--- src/rtl/mux_tree_pipe.sv ---
// Pipelined N:1 channel mux built from registered 4:1 levels.
// Select is external or a round-robin scan counter.
module mux_tree_pipe #(
  parameter int WIDTH  = 8,
  parameter int LEVELS = 2
) (
  input  logic                          clk,
  input  logic                          rst,
  input  logic [(4**LEVELS)*WIDTH-1:0]  din,
  input  logic [2*LEVELS-1:0]           sel,
  input  logic                          mode,
  input  logic                          in_valid,
  output logic [WIDTH-1:0]              y,
  output logic [2*LEVELS-1:0]           y_sel,
  output logic                          out_valid,
  output logic                          out_last
);

  localparam int NCH   = 4**LEVELS;
  localparam int SW    = 2*LEVELS;
  localparam int NNODE = (NCH-1)/3;

  // Nodes of every level live in one array; level j starts at base(j).
  function automatic int base(input int lvl);
    int acc;
    acc = 0;
    for (int i = 0; i < lvl; i++)
      acc += NCH >> (2*(i+1));
    return acc;
  endfunction

  logic [SW-1:0]    scan_cnt;
  logic [SW-1:0]    eff_sel;
  logic [WIDTH-1:0] node  [NNODE];
  logic [SW-1:0]    sel_q [LEVELS];
  logic [LEVELS-1:0] vld_q;
  logic [LEVELS-1:0] lst_q;

  assign eff_sel = mode ? scan_cnt : sel;

  always_ff @(posedge clk or posedge rst) begin
    if (rst) begin
      scan_cnt <= '0;
    end else if (!mode) begin
      scan_cnt <= '0;
    end else if (in_valid) begin
      scan_cnt <= scan_cnt + SW'(1);
    end
  end

  always_ff @(posedge clk or posedge rst) begin
    if (rst) begin
      vld_q <= '0;
      lst_q <= '0;
    end else begin
      vld_q[0] <= in_valid;
      lst_q[0] <= in_valid & mode & (scan_cnt == '1);
      for (int j = 1; j < LEVELS; j++) begin
        vld_q[j] <= vld_q[j-1];
        lst_q[j] <= lst_q[j-1];
      end
    end
  end

  always_ff @(posedge clk or posedge rst) begin
    if (rst) begin
      node  <= '{default: '0};
      sel_q <= '{default: '0};
    end else begin
      if (in_valid) begin
        sel_q[0] <= eff_sel;
        for (int g = 0; g < NCH/4; g++)
          node[g] <= din[(4*g + int'(eff_sel[1:0]))*WIDTH +: WIDTH];
      end
      // Each upper level advances only behind a valid sample.
      for (int j = 1; j < LEVELS; j++) begin
        if (vld_q[j-1]) begin
          sel_q[j] <= sel_q[j-1];
          for (int g = 0; g < (NCH >> (2*(j+1))); g++)
            node[base(j)+g] <=
              node[base(j-1) + 4*g + int'(sel_q[j-1][2*j +: 2])];
        end
      end
    end
  end

  assign y         = node[NNODE-1];
  assign y_sel     = sel_q[LEVELS-1];
  assign out_valid = vld_q[LEVELS-1];
  assign out_last  = vld_q[LEVELS-1] & lst_q[LEVELS-1];

endmodule
--- config.mk ---
export PLATFORM = sky130hd
export DESIGN_NAME = mux_tree_pipe
export DESIGN_NICKNAME = d
export VERILOG_FILES = /design/src/rtl/mux_tree_pipe.sv
export SDC_FILE = /design/constraint.sdc
export NUM_CORES = 1
export LEC_CHECK = 0
export CAP_MARGIN = 20
export CORE_MARGIN = 8
export CORE_UTILIZATION = 48
export CTS_CLUSTER_DIAMETER = 80
export DETAILED_ROUTE_END_ITERATION = 8
export GPL_ROUTABILITY_DRIVEN = 1
export GPL_TIMING_DRIVEN = 0
export PLACE_DENSITY = 0.95
export SLEW_MARGIN = 20
export SYNTH_ARGS = -nofsm -noshare
export SYNTH_HDL_FRONTEND = slang
export SYNTH_SLANG_ARGS = --single-unit
--- constraint.sdc ---
create_clock -name clk -period 5.1 [get_ports clk]
set_input_delay 0.765 -clock clk [delete_from_list [all_inputs] [get_ports clk]]
set_output_delay 0.765 -clock clk [all_outputs]
set_load 0.005 [all_outputs]
==> results.sh <==
export IMPL_die_w_um=105.0
export IMPL_grtUsageTotal_pct=24.95
export IMPL_dieArea_sq_um=11020
export IMPL_synth_common_cells="102 x nor2_1, 65 x o21ai_0, 56 x dfrtp_1"
export IMPL_ir_drop_v=0.0001503
export IMPL_cts_root_buf="clkbuf_8"
export IMPL_wl_mm=14.09
export IMPL_rsz0062_at_grt="false"
export IMPL_grt_pass1_wl_mm=22.35
export IMPL_io_pins=150
export IMPL_critPathMaxFanout=10
export IMPL_maxCapViolations=0
export IMPL_path_cells="clkdlybuf4s50_1, clkbuf_1, buf_2, clkbuf_1, a31oi_1"
export IMPL_drtIter0Drc=398
export IMPL_r2r_cells=6
export IMPL_yosys_warnings=0
export IMPL_syn_area_sq_um=3801
export IMPL_hp_class="reg -> reg"
export IMPL_setup_viol=0
export IMPL_dpl_hpwl_mm=11.26
export IMPL_fin_area_sq_um=5545
export IMPL_yosysMostFrequentCell="nor2_1"
export IMPL_cts_hold_buf=0
export IMPL_grt_pass1_vias=4536
export IMPL_start_kind="input port"
export IMPL_antenna_left=0
export IMPL_slew_headroom_pct=61.42
export IMPL_fillers=598
export IMPL_postCtsSetupBuffers=0
export IMPL_synth_flop_cell="dfrtp_1"
export IMPL_final_util_pct=72.14
export IMPL_finalCriticalPeriod_ns=2.300
export IMPL_die_height_um=105.0
export IMPL_start_util_pct=49.45
export IMPL_tritoncts="built"
export IMPL_nNetsFinal=750
export IMPL_cp_required_ns=5.26
export IMPL_totalNegativeSetupSlack_ns=0
export IMPL_clk_latency_ns=0.32
export IMPL_cts_buffers=5
export IMPL_cp_slowest_cell="clkbuf_1"
export IMPL_wire_per_inst_um=19.67
export IMPL_synth_top_cell_area_share_pct=36.87
export IMPL_antenna_found_initial=0
export IMPL_hold_viol_final=0
export IMPL_clock_sinks=56
export IMPL_holdWs_ns=0.3678
export IMPL_clock_skew_ns=0.006551
export IMPL_worstMarginPinSlew_ns=0.5787
export IMPL_grt_max_degree=34
export IMPL_routed_via_density=6.186
export IMPL_drt_first_pass_iters=5
export IMPL_cp_slowest_stage_delay_ns=0.48
export IMPL_syn_nets=594
export IMPL_antenna_cells=0
export IMPL_place_port_buffers=148
export IMPL_cp_end_kind="flip-flop"
export IMPL_cts_buffer_depth=2
export IMPL_cts_clk_slew_worst_paths_ns=0.10
export IMPL_gp_congestion=0.9524
export IMPL_power_density_nw_per_um2=245.5
export IMPL_synth_area_leaders="dfrtp_1 37%, nor2_1 10%, o21ai_0 8.6%, o2bb2ai_1 7.4%, a31oi_1 5.4%"
export IMPL_vias=4429
export IMPL_netlist_instances=457
export IMPL_async_reset_ff_share_pct=100.0
export IMPL_synth_edf_count=0
export IMPL_syn_area_per_cell_sq_um=8.318
export IMPL_cts_htree_levels=2
export IMPL_yosysTopAreaCell="dfrtp_1"
export IMPL_overflow=0
export IMPL_ctsResizeCount=0
export IMPL_drc_errors=0
export IMPL_core_sq_um=7687
export IMPL_core_rowCount=32
export IMPL_p_leak_nw=2.125
export IMPL_outcome="finished, final reports clean"
export IMPL_placed_cell_area_sq_um=5430
export IMPL_drv_slew=0
export IMPL_min_period_over_period_pct=45.11
export IMPL_layout_drive_gt1_share_pct=12.38
export IMPL_seq_area_frac_synth_pct=36.87
export IMPL_ys_types=30
export IMPL_hold_path_cell_count=0
export IMPL_arrival_ns=2.46
export IMPL_timing_critical_path_mode_cell="clkbuf_1"
export IMPL_fmax_mhz=434.7
export IMPL_path_class="in -> reg"
export IMPL_area_growth_pct=45.89
export IMPL_ys_ff_latch=56
-- kinds of logic (layout without fill, tap and decap cells) --
kind of cell	after synthesis	after routing	synth area share, %
DFF	56	56	36.87
muxes	24	24	9.348
and+or+nand+nor	115	115	12.01
AOI/OAI and AO/OA	197	197	31.34
buffers and inverters	61	218	9.414
adders and majority gates	1	1	0.3291
xor gates and xnor gates	3	3	0.6914
-- final cells by class --
| class | instances | area (sq um) | area share, % |
|---|---|---|---|
| Buffer | 58 | 346.6 | 6.250 |
| Clock buffer | 5 | 68.82 | 1.241 |
| Clock inverter | 3 | 46.29 | 0.8348 |
| Inverter | 3 | 11.26 | 0.2031 |
| Multi-Input combinational cell | 340 | 2042 | 36.82 |
| Sequential cell | 56 | 1401 | 25.27 |
| Tap cell | 102 | 127.6 | 2.301 |
| Timing Repair Buffer | 149 | 1501 | 27.08 |
-- where the power goes --
group / total, W / internal [W] / switching, W
clock network: 0.000300 / 0.000148 / 0.000152
logic: 0.000506 / 0.000288 / 0.000219
registers: 0.000555 / 0.000510 / 0.0000446
total: 0.00136 / 0.000946 / 0.000416
-- critical path: cells and delay by family --
family | cells | cell delay (ns)
compound gates | 1 | 0.21
buf+inv | 4 | 1.47
-- registers in the layout (all words and copies together), names as in the netlist --
signal / cells
y: 8
sel_q: 4
scan_cnt: 4
y_sel: 4
lst_q: 2
vld_q: 2
node: 32
-- layout by cell type, fill, tap and decap left out, drive strengths merged --
| master | n |
|---|---|
| inv | 4 |
| xor2 | 1 |
| mux2 | 12 |
| xnor2 | 2 |
| a21oi | 3 |
| nand2 | 4 |
| clkbuf | 20 |
| nand4 | 1 |
| mux4 | 8 |
| nor2b | 1 |
| clkdlybuf4s50 | 148 |
| mux2i | 4 |
| clkinvlp | 1 |
| nand3 | 1 |
| and2 | 4 |
| o21ai | 97 |
| ha | 1 |
| o22ai | 32 |
| and2b | 1 |
| dfrtp | 56 |
| buf | 44 |
| nor2 | 102 |
| nand2b | 1 |
| bufinv | 1 |
| o2bb2ai | 32 |
| a31oi | 33 |
-- path summary, 6_finish.rpt --
check	start	to	slack, ns
max	in_valid	node[31]$_DFFE_PP0P_	2.80
min	lst_q[0]$_DFF_PP0_	lst_q[1]$_DFF_PP0_	0.37
max reg2reg	scan_cnt[0]$_DFFE_PP0P_	node[31]$_DFFE_PP0P_	3.35
min reg2reg	lst_q[0]$_DFF_PP0_	lst_q[1]$_DFF_PP0_	0.37
max in group asynchronous	rst	node[30]$_DFFE_PP0P_	3.75
min in group asynchronous	rst	vld_q[1]$_DFF_PP0_	0.80
-- routing by layer --
| metal | track usage [%] | vias to the layer above | part of all wire (%) |
|---|---|---|---|
| li1 | - | 1977 | - |
| met1 | 27.82 | 2084 | 38 |
| met2 | 41.90 | 303 | 48 |
| met3 | 7.187 | 65 | 9.4 |
| met4 | 14.17 | 0 | 5.1 |
| met5 | 0 | - | 0 |
-- metrics by stage --
| step | setup WS [ns] | cells | power [W] |
|---|---|---|---|
| final | 2.800 | 716 | 0.001362 |
| after global routing | 2.682 | 716 | 0.001426 |
| after CTS | 2.880 | 716 | 0.001355 |
| after detailed placement | 2.554 | 708 | 0.001061 |
| after global placement | 2.101 | 707 | 0.001033 |
| after floorplan | 2.964 | 457 | 0.0008134 |
Note: power is estimated with default switching activity, not from simulation.
